## config.mk

```make
export PLATFORM = sky130hd
export DESIGN_NAME = frame_swap_scheduler
export DESIGN_NICKNAME = d
export VERILOG_FILES = /design/src/rtl/frame_swap_pkg.sv /design/src/rtl/vs_edge_detect.sv /design/src/rtl/frame_swap_scheduler.sv
export SDC_FILE = /design/constraint.sdc
export NUM_CORES = 1
export LEC_CHECK = 0
export BUFFER_PORTS_ARGS = -buffer_cell sky130_fd_sc_hd__buf_2
export CORE_MARGIN = 2
export CORE_UTILIZATION = 57
export DETAILED_ROUTE_END_ITERATION = 8
export GPL_ROUTABILITY_DRIVEN = 1
export PLACE_DENSITY = 0.94
export SLEW_MARGIN = 0
export SYNTH_ARGS = -nofsm -noshare
export SYNTH_HDL_FRONTEND = slang
export SYNTH_SLANG_ARGS = --single-unit
```

## constraint.sdc

```tcl
create_clock -name Clk -period 3.85 [get_ports Clk]
set_input_delay 0.77 -clock Clk [delete_from_list [all_inputs] [get_ports Clk]]
set_output_delay 0.77 -clock Clk [all_outputs]
set_load 0.01 [all_outputs]
```

## src/rtl/frame_swap_pkg.sv

```systemverilog
// frame_swap_pkg: shared state encoding and defaults for the frame swap scheduler
package frame_swap_pkg;
  typedef enum logic [2:0] {IDLE, START, RENDER, WAIT_VBLANK, SWAP} swap_state_t;
  localparam int CNT_W_DEFAULT = 16;
endpackage

```

## src/rtl/vs_edge_detect.sv

```systemverilog
// vs_edge_detect: resynchronises active-low vsync and emits a registered one-cycle pulse on its fall
module vs_edge_detect #(
  parameter int SYNC_STAGES = 2
) (
  input  logic Clk,
  input  logic Reset,
  input  logic vga_vs,
  output logic vs_fall
);
  logic [SYNC_STAGES-1:0] sync_q;
  logic prev_q, fall_q;
  // Everything resets to the inactive (high) level so reset release never fakes a fall
  always_ff @(posedge Clk or posedge Reset)
    if (Reset) begin
      sync_q <= '1;
      prev_q <= 1'b1;
      fall_q <= 1'b0;
    end else begin
      sync_q <= {sync_q[SYNC_STAGES-2:0], vga_vs};
      prev_q <= sync_q[SYNC_STAGES-1];
      fall_q <= prev_q & ~sync_q[SYNC_STAGES-1];
    end
  assign vs_fall = fall_q;
endmodule

```

## src/rtl/frame_swap_scheduler.sv

```systemverilog
// frame_swap_scheduler: starts GPU frames and swaps the double buffer only at vsync start
module frame_swap_scheduler
  import frame_swap_pkg::*;
#(
  parameter int SYNC_STAGES = 2,
  parameter int CNT_W       = CNT_W_DEFAULT
) (
  input  logic             Clk,
  input  logic             Reset,
  input  logic             vga_vs,
  input  logic             gpu_done,
  input  logic             enable,
  output logic             gpu_start,
  output logic             write_buffer,
  output logic             busy,
  output logic [CNT_W-1:0] frame_count,
  output logic [CNT_W-1:0] dropped_count
);
  swap_state_t state_q, state_d;
  logic vs_fall, drop, start_q, busy_q, wb_q;
  logic [CNT_W-1:0] fc_q, dc_q;
  vs_edge_detect #(.SYNC_STAGES(SYNC_STAGES)) u_vs (
    .Clk    (Clk),
    .Reset  (Reset),
    .vga_vs (vga_vs),
    .vs_fall(vs_fall)
  );
  always_comb begin
    state_d = state_q;
    case (state_q)
      IDLE:        state_d = enable ? START : IDLE;
      START:       state_d = RENDER;
      RENDER:      state_d = gpu_done ? (vs_fall ? SWAP : WAIT_VBLANK) : RENDER;
      WAIT_VBLANK: state_d = vs_fall ? SWAP : WAIT_VBLANK;
      SWAP:        state_d = enable ? START : IDLE;
      default:     state_d = IDLE;
    endcase
  end
  // A vsync that arrives while the frame is still being drawn is a missed frame
  assign drop = (state_q == RENDER) && vs_fall && !gpu_done;
  always_ff @(posedge Clk or posedge Reset)
    if (Reset) begin
      state_q <= IDLE;
      start_q <= 1'b0;
      busy_q  <= 1'b0;
      wb_q    <= 1'b0;
      fc_q    <= '0;
      dc_q    <= '0;
    end else begin
      state_q <= state_d;
      start_q <= state_d == START;
      busy_q  <= state_d != IDLE;
      if (state_q == SWAP) begin
        wb_q <= ~wb_q;
        fc_q <= fc_q + CNT_W'(1);
      end
      if (drop && !(&dc_q)) dc_q <= dc_q + CNT_W'(1);
    end
  assign gpu_start     = start_q;
  assign busy          = busy_q;
  assign write_buffer  = wb_q;
  assign frame_count   = fc_q;
  assign dropped_count = dc_q;
endmodule

```

==> impl_results.md <==
- Outcome: finished clean
- Leakage: 1.156 nW
- Synth cell count leaders: dfrtp_1, xor2_1, nand2_1, nand3_1, xnor2_1
- Core footprint: 3078 um2
- Clock H-tree levels: 2
- GPL Wtd Cong: 0.8274
- Wire per inst: 13.77 um
- Routed WL: 3388 um
- Post-Synth Simple-Gate Area: 0.2395
- CTS tree: built
- DIE WIDTH: 61.29 um
- Fmax: 535.3 MHz
- Prevailing post-synth register cell: dfrtp_1
- Synthesized area per cell: 12.15 um2
- XOR/XNOR Fraction of Synth Area: 0.1311
- PortBufs: 39
- Pre-antenna DRT Iters: 4
- Clock skew: 0.006204 ns
- # nets final: 208
- Sw frac: 0.2823
- Syn_nets: 161
- First-pass GRT wire length: 5471 um
- Sequential share of the synthesized area: 0.5639
- Max FO, Critical Path: 4
- Die ar.: 3756 um2
- Final period util: 0.4852
- Main combinational cell family by area after synthesis: simple AND/OR/NAND/NOR gates
- Share of flip-flops with an asynchronous set or reset: 1.000
- WP data required: 4.09 ns
- Critical path cell sequence: ha_1 -> inv_1 -> nor4_1 -> nand3_1 -> xnor2_1
- Hold Crit Class: flip-flop to flip-flop
- Mapped cell area: 1871 um2
- Clock Pin Slew Worst Setup and Hold Paths: 0.11 ns
- Complex-gate fraction of the synthesized area: 0.01405
- Gr usage total: 0.2012
- Switching power: 0.0002859 W
- Combinational share of power: 0.190
- Max Cap Viol: 0
- Internal power: 0.0007269 W
- DP Wirelength: 2506 um
- IR Drop Worst-Case VDD: 0.2768 mV
- Post-CTS Setup Bufs: 0
- Num CTS Buffers: 5
- Max-slew violations: 0
- Final Hold Fails: 0
- Detail Route Antenna Nets: 0
- Crit path capture type: flip-flop
- Die height: 61.29 um
- DR vias/cell: 5.394
- Worst Path Class, Setup: flip-flop to flip-flop
- Clock sink count: 42
- Layout cells sized above 1: 0.3069
- Yosys cell types: 33
- Via count: 1327
- Detailed Route Iter0 Violations: 95
- Worst slew pin tran: 1.110 ns
- Count leader, synth: dfrtp_1
- Mux cell area share after synthesis: 0.03211
- Slew margin rel.: 0.2591
- Top-area cell type share of the netlist area: 0.5217
- Hold Path Stages: 0
- CTS hold repair buffers: 0
- Power share of the clock group: 0.265
- Delay-heaviest family, CP: simple AND/OR/NAND/NOR gates
- Vias in the first global route: 1257
- GRT overflow: 0
- Reg-to-reg startpoint: frame_count[0]
- TNS Setup: 0 ns
- Flip-flop and latch count after synthesis: 42
- Setup ws final: 1.982 ns
- Setup violators final: 0
- Max clock buf depth: 2
- RSZ-0062 raised after global routing: no
- Initial Utilization: 0.6077
- FILL cells: 241
- CP Buf/Inv Count: 1
- Initial antenna violation count: 0
- Critical Path Source Type: flip-flop
- Root Buffer: clkbuf_4
- Area growth, synth to finish: 17.99%
- Largest net degree at the start of global routing: 32
- Clk Latency, worst-skew pair: 0.34 ns
- CP arrival: 2.11 ns
- Post-synthesis adder-cell area fraction: 0.01338
- Critical path's slowest cell: nor4_1
- IO Count: 40
- RR Endpoint: frame_count[12]
- CP peak stage delay: 0.71 ns
- Flop pwr share: 0.546
- Hold path start: u_vs.sync_q[0]
- FP Rows: 20
- Post-synth EDFFs: 0
- DRC viols: 0
- PostCTS Resize Cnt: 0
- Ranking of synthesized cells by area: dfrtp_1, xor2_1, xnor2_1
- Min-Delay Endpoint: u_vs.sync_q[1]
- Reg2reg setup slack: 1.98 ns
- Post-place setup slack: 1.757 ns
- Final Critical Period: 1.868 ns
- Largest area contributor in the netlist: dfrtp_1
- PD cells: 458.9 nW/um2
- Synth warn: 0
- Pwr Total: 0.001013 W
- Worst r2r path cells: 5
- Post-synthesis instance total: 154
- Antenna diodes: 0
[stage by stage]
| step | cells | area, um2 | utilization | hold slack (ns) |
|---|---|---|---|---|
| floorplan | 154 | 1871 | - | 0.3452 |
| global placement | 238 | 2132 | 0.6927 | 0.3463 |
| detailed placement | 238 | 2132 | 0.6927 | 0.3516 |
| CTS | 246 | 2207 | 0.7171 | 0.3683 |
| global route | 246 | 2207 | 0.7171 | 0.3732 |
| finish | 246 | 2207 | 0.7171 | 0.3650 |
[worst max-delay path by stage]
stage | from | depth (start not counted) | end | slack [ns]
floorplan | gpu_done | 4 | dropped_count[15] | 1.97
global placement | gpu_done | 5 | dropped_count[15] | 1.78
detailed placement | gpu_done | 5 | dropped_count[15] | 1.76
CTS | frame_count[0] | 5 | frame_count[12] | 2.02
global route | frame_count[0] | 5 | frame_count[14] | 1.92
finish | frame_count[0] | 5 | frame_count[12] | 1.98
[layout by cell type (no fill, tap or decap), types with 2 or more instances in the layout]
cell type	netlist	routed
buf_4	0	2
clkbuf_1	1	2
nor4_1	8	8
buf_2	0	39
and3_1	3	3
nand4_1	6	6
o21ai_0	2	2
nor4b_1	2	2
dfrtp_1	39	39
nor2_1	5	5
dfstp_2	3	3
mux2_2	4	4
and2_1	5	5
xor2_1	17	17
xnor2_1	11	11
ha_1	2	2
clkbuf_4	0	5
nand2_1	12	12
nand3_1	12	12
inv_1	2	2
nor3_1	5	5
[flip-flops by register name (all words and copies together), names as in the netlist]
signal / cells
u_vs.prev_q: 1
state_q: 3
frame_count: 16
busy: 1
dropped_count: 16
write_buffer: 1
gpu_start: 1
u_vs.vs_fall: 1
u_vs.sync_q: 2
[per-layer routing]
layer / GRT usage / wire length (um) / up-vias
met3: 0.06513 / 214 / 5
met4: 0.08075 / 49 / 0
li1: - / - / 640
met2: 0.3450 / 1621 / 43
met5: 0 / 0 / -
met1: 0.2328 / 1502 / 639
[area by class of cell]
| class | count | area [um2] | share of cell area |
|---|---|---|---|
| flip-flops and latches | 42 | 1055 | 0.4779 |
| clock buffers | 7 | 45.04 | 0.02041 |
| multi-input cells | 109 | 804.5 | 0.3645 |
| repair buffers | 41 | 210.2 | 0.09524 |
| clock inverters | 1 | 30.03 | 0.01361 |
| well taps | 44 | 55.05 | 0.02494 |
| inverters | 2 | 7.507 | 0.003401 |
[cells by family (layout without fill, tap and decap cells)]
group / after synthesis / count (layout)
buffers and inverters: 3 / 51
flip-flops: 42 / 42
AND/OR/NAND/NOR: 70 / 70
adder cells (fa/ha/maj): 2 / 2
XOR/XNOR: 28 / 28
multiplexers: 5 / 5
AO/OA/AOI/OAI: 4 / 4
[power by group through the flow]
stage                     Sequential [W]  Clock, W  Combinational [W]
after floorplan                 0.000572         0           0.000107
after global placement          0.000557         0           0.000185
after detailed placement        0.000560         0           0.000197
after CTS                       0.000552  0.000278           0.000197
after global routing            0.000560  0.000301           0.000212
final                           0.000553  0.000268           0.000192
(Power assumes the default switching activity.)
